<file path="config.mk">
export PLATFORM = sky130hd
export DESIGN_NAME = mv_cmd_sequencer
export DESIGN_NICKNAME = d
export VERILOG_FILES = /design/src/rtl/mv_cmd_sequencer.sv
export SDC_FILE = /design/constraint.sdc
export NUM_CORES = 1
export LEC_CHECK = 0
export CAP_MARGIN = 40
export CORE_MARGIN = 5
export CORE_UTILIZATION = 60
export DETAILED_ROUTE_END_ITERATION = 8
export HOLD_SLACK_MARGIN = 0.15
export PLACE_DENSITY_LB_ADDON = 0.08
export SYNTH_ARGS = -nofsm -noshare
export SYNTH_HDL_FRONTEND = slang
export SYNTH_SLANG_ARGS = --single-unit
export TNS_END_PERCENT = 100
</file>
<file path="constraint.sdc">
create_clock -name clk -period 3.8 [get_ports clk]
set_clock_uncertainty 0.15 [all_clocks]
set_input_delay 1.14 -clock clk [delete_from_list [all_inputs] [get_ports clk]]
set_output_delay 1.14 -clock clk [all_outputs]
set_load 0.05 [all_outputs]
</file>
<file path="src/rtl/mv_cmd_sequencer.sv">
// Command front-end for the matrix-vector multiplier: buffers host commands
// and turns each one into toggle strobes plus operand data on an 8-bit bus.
module mv_cmd_sequencer #(
  parameter int FIFO_DEPTH  = 4,
  parameter int HOLD_CYCLES = 3,
  parameter int NUM_ROWS    = 6
) (
  input  logic       clk,
  input  logic       rst,
  input  logic       cmd_valid,
  output logic       cmd_ready,
  input  logic [1:0] cmd_op,
  input  logic [5:0] cmd_vec,
  output logic [7:0] vector_out,
  output logic       busy,
  output logic       done,
  output logic [2:0] row_idx
);

  localparam int PW = $clog2(FIFO_DEPTH);
  localparam int CW = PW + 1;
  localparam int HW = $clog2(HOLD_CYCLES);

  localparam logic [1:0] OP_NOP   = 2'b00;
  localparam logic [1:0] OP_CMP   = 2'b01;
  localparam logic [1:0] OP_WR    = 2'b10;
  localparam logic [1:0] OP_LOAD  = 2'b11;

  typedef enum logic [1:0] {S_IDLE, S_CMP_HOLD, S_WR_HOLD, S_DONE} state_t;

  logic [7:0]    mem_q [FIFO_DEPTH];
  logic [PW-1:0] wr_ptr_q, rd_ptr_q;
  logic [CW-1:0] count_q, count_d;
  logic          cmd_ready_q;
  logic          push, pop, fifo_empty;
  logic [1:0]    head_op;
  logic [5:0]    head_vec;

  state_t        state_q, state_d;
  logic [HW-1:0] hold_cnt_q, hold_cnt_d;
  logic          hold_last;
  logic [1:0]    op_q;
  logic [5:0]    vec_q;
  logic          cmp_tgl_q, wr_tgl_q;
  logic          cmp_flip, wr_flip;
  logic [2:0]    row_idx_q;
  logic          done_q, busy_q;

  assign push       = cmd_valid && cmd_ready_q;
  assign fifo_empty = (count_q == '0);
  assign head_op    = mem_q[rd_ptr_q][7:6];
  assign head_vec   = mem_q[rd_ptr_q][5:0];
  assign hold_last  = (hold_cnt_q == HW'(HOLD_CYCLES - 1));

  always_ff @(posedge clk) begin
    if (push) mem_q[wr_ptr_q] <= {cmd_op, cmd_vec};
  end

  always_comb begin
    count_d = count_q;
    if (push && !pop)      count_d = count_q + CW'(1);
    else if (!push && pop) count_d = count_q - CW'(1);
  end

  // Ready is derived from the post-edge count, so a full FIFO refuses a push
  // even in a cycle where the FSM pops.
  always_ff @(posedge clk or posedge rst) begin
    if (rst) begin
      wr_ptr_q    <= '0;
      rd_ptr_q    <= '0;
      count_q     <= '0;
      cmd_ready_q <= 1'b1;
    end else begin
      if (push) wr_ptr_q <= wr_ptr_q + PW'(1);
      if (pop)  rd_ptr_q <= rd_ptr_q + PW'(1);
      count_q     <= count_d;
      cmd_ready_q <= (count_d != CW'(FIFO_DEPTH));
    end
  end

  always_ff @(posedge clk or posedge rst) begin
    if (rst) state_q <= S_IDLE;
    else     state_q <= state_d;
  end

  always_comb begin
    state_d = state_q;
    case (state_q)
      S_IDLE: begin
        if (!fifo_empty) begin
          case (head_op)
            OP_NOP:  state_d = S_DONE;
            OP_WR:   state_d = S_WR_HOLD;
            default: state_d = S_CMP_HOLD;
          endcase
        end
      end
      S_CMP_HOLD: if (hold_last) state_d = (op_q == OP_LOAD) ? S_WR_HOLD : S_DONE;
      S_WR_HOLD:  if (hold_last) state_d = S_DONE;
      default:    state_d = S_IDLE;
    endcase
  end

  always_comb begin
    pop        = (state_q == S_IDLE) && !fifo_empty;
    cmp_flip   = pop && (head_op == OP_CMP || head_op == OP_LOAD);
    wr_flip    = (pop && head_op == OP_WR) ||
                 (state_q == S_CMP_HOLD && hold_last && op_q == OP_LOAD);
    hold_cnt_d = '0;
    if ((state_q == S_CMP_HOLD || state_q == S_WR_HOLD) && !hold_last)
      hold_cnt_d = hold_cnt_q + HW'(1);
  end

  // done is registered off the DONE state, so it lands one edge after it.
  always_ff @(posedge clk or posedge rst) begin
    if (rst) begin
      hold_cnt_q <= '0;
      op_q       <= OP_NOP;
      vec_q      <= '0;
      cmp_tgl_q  <= 1'b0;
      wr_tgl_q   <= 1'b0;
      row_idx_q  <= '0;
      done_q     <= 1'b0;
      busy_q     <= 1'b0;
    end else begin
      hold_cnt_q <= hold_cnt_d;
      if (pop)      op_q  <= head_op;
      if (cmp_flip) vec_q <= head_vec;
      cmp_tgl_q <= cmp_tgl_q ^ cmp_flip;
      wr_tgl_q  <= wr_tgl_q ^ wr_flip;
      if (wr_flip)
        row_idx_q <= (row_idx_q == 3'(NUM_ROWS - 1)) ? 3'd0 : row_idx_q + 3'd1;
      done_q <= (state_q == S_DONE);
      busy_q <= (state_q != S_IDLE) || !fifo_empty;
    end
  end

  assign cmd_ready  = cmd_ready_q;
  assign vector_out = {vec_q, wr_tgl_q, cmp_tgl_q};
  assign busy       = busy_q;
  assign done       = done_q;
  assign row_idx    = row_idx_q;

endmodule

</file>
==> impl_metrics.tcl, run 1 <==
set metrics [dict create \
    syn_area_per_cell_um2 16.07 \
    drt-pass1-iter-count 4 \
    ff2ff_path_depth 3 \
    yosysSeqAreaShare 0.6410 \
    grt_start_max_net_pins 22 \
    root_buffer "clkbuf_8" \
    core_area_um2 4058 \
    cellLeakagePower_nw 1.207 \
    rsz0062_at_grt "no" \
    drtAntennaViolNets 0 \
    final_nets 212 \
    max_stage_delay_ps 820 \
    powerDensity_nw_per_um2 877.1 \
    viasPerCell 5.602 \
    grt_first_pass_wirelength_um 7176 \
    ys_top_cells_by_area "edfxtp_1, dfrtp_1, mux4_1" \
    netlist.area_leader.share 0.3761 \
    tns_ps 0 \
    cts_resized 0 \
    cts_tree "built" \
    cp_slowest_cell "clkdlybuf4s50_1" \
    maxCapViolCount 0 \
    reg2reg_to "vec_q[5]" \
    initial_utilization 0.6297 \
    path_buf_inv 1 \
    reg2reg_slack_ps 1430 \
    hold_viol_final 0 \
    antenna_found_initial 0 \
    yosysTopAreaCell "edfxtp_1" \
    path_delay_family "buffers and inverters" \
    path_class "flip-flop to output port" \
    syn-num-nets 182 \
    final_cell_mix "edfxtp_1, dfrtp_1, clkdlybuf4s50_1" \
    synthDistinctLibCells 32 \
    cts_setup_buffers 0 \
    dieWidth_um 75.26 \
    grt_pass1_vias 1436 \
    wl_um 4246 \
    gp_congestion 0.7801 \
    drc 0 \
    period_needed_ps 3021 \
    clkSlewWorstSetupHoldPaths_ps 60 \
    clock_latency_ps 330 \
    start_kind "flip-flop" \
    diodes 0 \
    io_pins 25 \
    hold_buffers 0 \
    critPathRequiredTime_ps 2510 \
    yosys_warnings 0 \
    status "complete, no violations" \
    regToRegStartpoint "rd_ptr_q[0]" \
    irDropWorstVdd_mv 0.6587 \
    fmax_ghz 0.3310 \
    place_hpwl_um 2940 \
    vias 1367 \
    ys_ff_latch 59 \
    die_area_um2 5663 \
    grt_usage 0.1817 \
    portBuffers 24 \
    hold_ws_ps 274.6 \
    report.final.slew_viol_count 0 \
    max-clock-path-buffers 2 \
    cts_buffers 9 \
    worst-path-stages 1 \
    crit_chain "clkdlybuf4s50_1" \
    die_h_um 75.26 \
    layout_commonest_cell "edfxtp_1" \
    cts.sinks 59 \
    setup_violations 0 \
    drive_gt1_frac 0.1495 \
    wire_per_inst_um 17.40 \
    placed_cell_area_um2 2821 \
    critPathLaunch "cmd_ready" \
    cp_data_arrival_time_ps 1730 \
    slew_headroom 0.6064 \
    endpoint_kind "output port" \
    min_path_type "flip-flop to flip-flop" \
    tightest_slew_ps 590.4 \
    dr.first_iter.drc_count 126 \
    post-route-period-util 0.7950 \
    endpoint "cmd_ready" \
    grt-ovfl-total 0 \
    area_growth_pct 16.75 \
    final_cell_area_um2 2983 \
    h-tree-depth 3 \
    p_total_w 0.002616 \
    rows 23 \
    syn_inst 159 \
    critPathMaxFanout 7 \
    syn-cell-area_um2 2555 \
]
-- state kept, by name, indices dropped and copies added, names as in the netlist, 2 cells and up --
| name | cells |
|---|---|
| mem_q | 32 |
| op_q | 2 |
| state_q | 2 |
| count_q | 3 |
| vec_q | 6 |
| row_idx | 3 |
| wr_ptr_q | 2 |
| hold_cnt_q | 2 |
| rd_ptr_q | 2 |
-- worst min path at each step --
stage	start	cells after the start	endpoint	slack, ps
2_1_floorplan	hold_cnt_q[0]	1	hold_cnt_q[0]	250
3_5_place_dp	hold_cnt_q[0]	1	hold_cnt_q[0]	270
4_1_cts	hold_cnt_q[0]	1	hold_cnt_q[0]	280
3_3_place_gp	hold_cnt_q[0]	1	hold_cnt_q[0]	260
5_1_grt	hold_cnt_q[0]	1	hold_cnt_q[0]	300
6_report	hold_cnt_q[0]	1	hold_cnt_q[0]	270
-- logic make-up (layout without fill, tap and decap cells) --
kind of cell | after synthesis | count (layout) | synth area share
flip-flops | 59 | 59 | 0.6410
XOR/XNOR | 9 | 9 | 0.03085
adder cells (fa/ha/maj) | 12 | 12 | 0.05876
AO/OA/AOI/OAI | 12 | 12 | 0.03526
buffers and inverters | 15 | 50 | 0.03036
multiplexers | 18 | 18 | 0.1337
AND/OR/NAND/NOR | 34 | 34 | 0.07003
-- where the power goes --
| group | switching, W | total (W) | internal [W] |
|---|---|---|---|
| Sequential | 0.000164 | 0.00106 | 0.000897 |
| Combinational | 0.000618 | 0.00109 | 0.000468 |
| Clock | 0.000235 | 0.000468 | 0.000233 |
| Total | 0.00102 | 0.00262 | 0.00160 |
-- layer usage --
metal | share of wire | global-route usage
met3 | 0.055 | 0.07210
met2 | 0.48 | 0.2805
met5 | 0 | 0
met1 | 0.44 | 0.2328
met4 | 0.018 | 0.06990
-- stage by stage --
step,util,worst slack (ps),instances
after global routing,0.7351,720.4,244
after CTS,0.7351,754.2,244
final,0.7351,779.0,244
after global placement,0.6953,983.1,228
after floorplan,-,1568,159
after detailed placement,0.6953,842.6,228
-- layout make-up --
type | count | area, um2
clock inverters | 5 | 30.03
fillers | 254 | 1075
flip-flops and latches | 59 | 1638
well taps | 50 | 62.56
inverters | 9 | 33.78
multi-input cells | 85 | 839.6
clock buffers | 11 | 131.4
repair buffers | 25 | 247.7
-- synthesized netlist by cell type, drive strengths merged --
master,n
clkbuf,2
a21oi,4
nor2b,1
inv,9
nand2,14
nor2,4
dfrtp,26
nand2b,6
a31oi,1
o211ai,1
dfstp,1
nand3b,1
mux2,9
mux4,9
buf,4
edfxtp,32
and2,1
xnor2,7
ha,12
and3,4
nand3,2
o21ai,1
o22ai,1
or3b,1
xor2,2
o31ai,3
a221oi,1
(Power assumes the default switching activity.)
==> run 2: changes to the inputs <==
CORE_UTILIZATION = 51   (was 60)
clock period = 2.5 ns   (was 3.8 ns; I/O delays follow)
==> impl_metrics.tcl, run 2 (same netlist as run 1, synthesis figures left out) <==
set metrics [dict create \
    clkSlewWorstSetupHoldPaths_ps 70 \
    gp_congestion 0.8052 \
    fmax_ghz 0.4148 \
    hold_buffers 0 \
    portBuffers 24 \
    core_area_um2 4786 \
    min_path_type "flip-flop to flip-flop" \
    reg2reg_to "cmd_ready" \
    area_growth_pct 20.67 \
    cellLeakagePower_nw 1.273 \
    critPathRequiredTime_ps 1600 \
    setup_violations 0 \
    viasPerCell 5.114 \
    die_h_um 80.78 \
    final_cell_mix "edfxtp_1, dfrtp_1, clkdlybuf4s50_1" \
    drtAntennaViolNets 0 \
    cts.sinks 59 \
    max-clock-path-buffers 2 \
    tns_ps 0 \
    grt-ovfl-total 0 \
    wl_um 4238 \
    largest_reg_flops 32 \
    post-route-period-util 0.9643 \
    cts_buffers 9 \
    dr.first_iter.drc_count 61 \
    endpoint_kind "output port" \
    cp_data_arrival_time_ps 1510 \
    start_kind "flip-flop" \
    reg2reg_slack_ps 390 \
    diodes 0 \
    grt_pass1_vias 1467 \
    clock_latency_ps 330 \
    vias 1350 \
    largest_register "mem_q" \
    place_hpwl_um 3114 \
    dp_slack_ps 67.10 \
    final_nets 215 \
    ff2ff_path_depth 7 \
    path_buf_inv 1 \
    max_stage_delay_ps 810 \
    status "complete, no violations" \
    antenna_found_initial 0 \
    irDropWorstVdd_mv 0.6278 \
    report.final.slew_viol_count 0 \
    min-delay-start "hold_cnt_q[0]" \
    fillCellCount 349 \
    holdPathStages 1 \
    dieWidth_um 80.78 \
    io_pins 25 \
    path_class "flip-flop to output port" \
    critPathMaxFanout 2 \
    tightest_slew_ps 519.5 \
    worstHoldEndpoint "hold_cnt_q[0]" \
    drc 0 \
    cp_slowest_cell "clkdlybuf4s50_1" \
    layout_commonest_cell "edfxtp_1" \
    wire_per_inst_um 16.05 \
    regToRegStartpoint "count_q[0]" \
    initial_utilization 0.5339 \
    hold_viol_final 0 \
    drive_gt1_frac 0.1726 \
    powerDensity_nw_per_um2 1364 \
    cts_setup_buffers 0 \
    cts_tree "built" \
    rows 25 \
    setup_ws_ps 89.25 \
    slew_headroom 0.6531 \
    period_needed_ps 2411 \
    crit_chain "clkdlybuf4s50_1" \
    h-tree-depth 3 \
    rsz0062_at_grt "no" \
    grt_first_pass_wirelength_um 7065 \
    grt_start_max_net_pins 28 \
    reg_top3 "mem_q (32), vec_q (6)" \
    maxCapViolCount 0 \
    die_area_um2 6525 \
    grt_usage 0.1510 \
    root_buffer "clkbuf_8" \
    path_delay_family "buffers and inverters" \
    drt-pass1-iter-count 4 \
]
[run 2: worst max path at each step]
stage	from	endpoint	slack [ps]	cells past startpoint
2_1_floorplan	state_q[0]	cmd_ready	570	8
3_3_place_gp	cmd_valid	cmd_ready	160	5
6_report	vec_q[3]	vector_out[5]	90	1
4_1_cts	row_idx[2]	row_idx[2]	20	1
3_5_place_dp	cmd_valid	cmd_ready	70	6
5_1_grt	cmp_tgl_q	vector_out[0]	20	1
[run 2: what timing repair did]
item / 4_1_cts / 5_1_grt
resized for setup: 1 / 2
gates cloned: 0 / 0
pin swaps: 0 / 0
setup endpoints to repair: 1 / 2
[run 2: layout make-up]
| type | count | area, um2 | area share |
|---|---|---|---|
| clock buffers | 9 | 123.9 | 0.04018 |
| flip-flops and latches | 59 | 1638 | 0.5312 |
| clock inverters | 7 | 92.59 | 0.03003 |
| multi-input cells | 85 | 839.6 | 0.2723 |
| repair buffers | 28 | 271.5 | 0.08807 |
| inverters | 9 | 33.78 | 0.01096 |
| well taps | 67 | 83.83 | 0.02719 |
[run 2: metrics by stage]
step,hold slack (ps),utilization,total power [W],std cells,area [um2]
finish,277.1,0.6442,0.004206,264,3083
global route,294.4,0.6442,0.004456,264,3083
CTS,276.6,0.6431,0.004254,264,3078
detailed placement,267.6,0.5982,0.003315,248,2863
global placement,262.2,0.5982,0.003208,248,2863
floorplan,252.5,-,0.002864,159,2555
[run 2: metal layers]
metal / part of all wire / GRT usage / vias up / wire, um
li1: - / - / 646 / -
met1: 0.45 / 0.1920 / 670 / 1923
met2: 0.49 / 0.2376 / 28 / 2083
met3: 0.044 / 0.05654 / 6 / 188
met4: 0.0099 / 0.05574 / 0 / 42
met5: 0 / 0 / - / 0
[run 2: where the power goes]
part           internal, W  switching (W)  leakage [nW]  total [W]
Sequential         0.00136       0.000211         0.615    0.00158
Combinational     0.000720       0.000973         0.555    0.00169
Clock             0.000557       0.000379         0.103   0.000936
Total              0.00264        0.00156          1.27    0.00421
==> run 3: changes to the inputs <==
--- a/config.mk
+++ b/config.mk
@@ -12,3 +12,3 @@
 export HOLD_SLACK_MARGIN = 0.15
-export PLACE_DENSITY_LB_ADDON = 0.08
+export PLACE_DENSITY = 0.72
 export SYNTH_ARGS = -nofsm -noshare
==> constraint.sdc (replaced) <==
create_clock -name clk -period 2.5 [get_ports clk]
set_clock_uncertainty 0.15 [all_clocks]
set_input_delay 0.5 -clock clk [delete_from_list [all_inputs] [get_ports clk]]
set_output_delay 0.5 -clock clk [all_outputs]
set_load 0.05 [all_outputs]
==> impl_metrics.tcl, run 3 (same netlist as run 1, synthesis figures left out) <==
set metrics [dict create \
    status "complete, no violations" \
    grt_start_max_net_pins 28 \
    slew_headroom 0.6559 \
    fmax_ghz 0.4194 \
    min_path_type "flip-flop to flip-flop" \
    cp_data_arrival_time_ps 1730 \
    endpoint_kind "output port" \
    viasPerCell 5.122 \
    fillCellCount 347 \
    hold_buffers 0 \
    rsz0062_at_grt "no" \
    cp_slowest_cell "clkdlybuf4s50_1" \
    drtAntennaViolNets 0 \
    portBuffers 24 \
    dieWidth_um 80.78 \
    irDropWorstVdd_mv 0.6388 \
    largest_register "mem_q" \
    crit_chain "clkdlybuf4s50_1" \
    cts_setup_buffers 0 \
    multi_input_area_um2 839.6 \
    path_class "flip-flop to output port" \
    drt-pass1-iter-count 4 \
    clock_latency_ps 330 \
    dr.first_iter.drc_count 27 \
    post-route-period-util 0.9536 \
    cellLeakagePower_nw 1.243 \
    cts.sinks 59 \
    report.final.slew_viol_count 0 \
    path_buf_inv 1 \
    drc 0 \
    grt_usage 0.1550 \
    tns_ps 0 \
    core_area_um2 4786 \
    max-clock-path-buffers 2 \
    wl_um 4324 \
    tightest_slew_ps 514.5 \
    critPathMaxFanout 7 \
    maxCapViolCount 0 \
    clkSlewWorstSetupHoldPaths_ps 70 \
    hold_viol_final 0 \
    setup_violations 0 \
    layout_commonest_cell "edfxtp_1" \
    max_stage_delay_ps 820 \
    antenna_found_initial 0 \
    diodes 0 \
    area_growth_pct 19.69 \
    gp_congestion 0.7898 \
    critPathRequiredTime_ps 1850 \
    drive_gt1_frac 0.1590 \
    reg_top3 "mem_q (32), vec_q (6)" \
    vias 1342 \
    final_cell_mix "edfxtp_1, dfrtp_1, clkdlybuf4s50_1" \
    grt_pass1_vias 1515 \
    cts_buffers 9 \
    largest_reg_flops 32 \
    rows 25 \
    period_needed_ps 2384 \
    die_area_um2 6525 \
    cts_resized 0 \
    grt-ovfl-total 0 \
    start_kind "flip-flop" \
    root_buffer "clkbuf_8" \
    powerDensity_nw_per_um2 1367 \
    wire_per_inst_um 16.50 \
    path_delay_family "buffers and inverters" \
    grt_first_pass_wirelength_um 7231 \
    final_nets 213 \
    cts_tree "built" \
    place_hpwl_um 3006 \
    h-tree-depth 3 \
    die_h_um 80.78 \
    ff_latch_area_um2 1638 \
    initial_utilization 0.5339 \
    p_total_w 0.004181 \
    io_pins 25 \
]
run 3: cell types whose count changed in the layout (fill, tap and decap cells not counted), sizes merged:
cell and delta:
clkdlybuf4s50 +4, clkbuf +1, dlymetal6s2s -2, dlygate4sd2 -1, buf -3, clkinvlp -2
clkinv +1
run 3: path summary, 6_finish.rpt:
check,slack [ps],start,cells after the start,end
worst max register to register,340,state_q[0],6,cmd_ready
worst min-delay path,280,hold_cnt_q[0],1,hold_cnt_q[0]
max in group asynchronous,1510,rst,3,cmd_ready
worst min register to register,280,hold_cnt_q[0],1,hold_cnt_q[0]
worst max-delay path,120,cmd_ready,1,cmd_ready
min in group asynchronous,380,rst,3,state_q[0]
run 3: area by class of cell:
cell class | instances | share of cell area
repair buffers | 26 | 0.08347
multi-input cells | 85 | 0.2746
clock inverters | 6 | 0.02619
inverters | 9 | 0.01105
clock buffers | 10 | 0.04173
well taps | 67 | 0.02741
flip-flops and latches | 59 | 0.5356
run 3: routing by layer:
metal	GRT usage	wire length, um
met1	0.1592	1645
met2	0.2873	2373
met3	0.04324	225
met4	0.07770	79
met5	0	0
run 3: report_power, final:
part | switching (W) | internal [W] | total [W]
Sequential | 0.000208 | 0.00136 | 0.00157
Clock | 0.000350 | 0.000554 | 0.000904
Combinational | 0.000979 | 0.000725 | 0.00170
run 3: stage by stage:
step	hold WS, ps	setup WS [ps]	instances	cell area (um2)	utilization
4_1_cts	282.1	99.38	262	3058	0.6390
5_1_grt	288.0	64.51	262	3058	0.6390
3_3_place_gp	262.6	331.1	246	2850	0.5956
6_report	275.8	115.9	262	3058	0.6390
3_5_place_dp	273.4	110.7	246	2850	0.5956
2_1_floorplan	252.5	567.4	159	2555	-
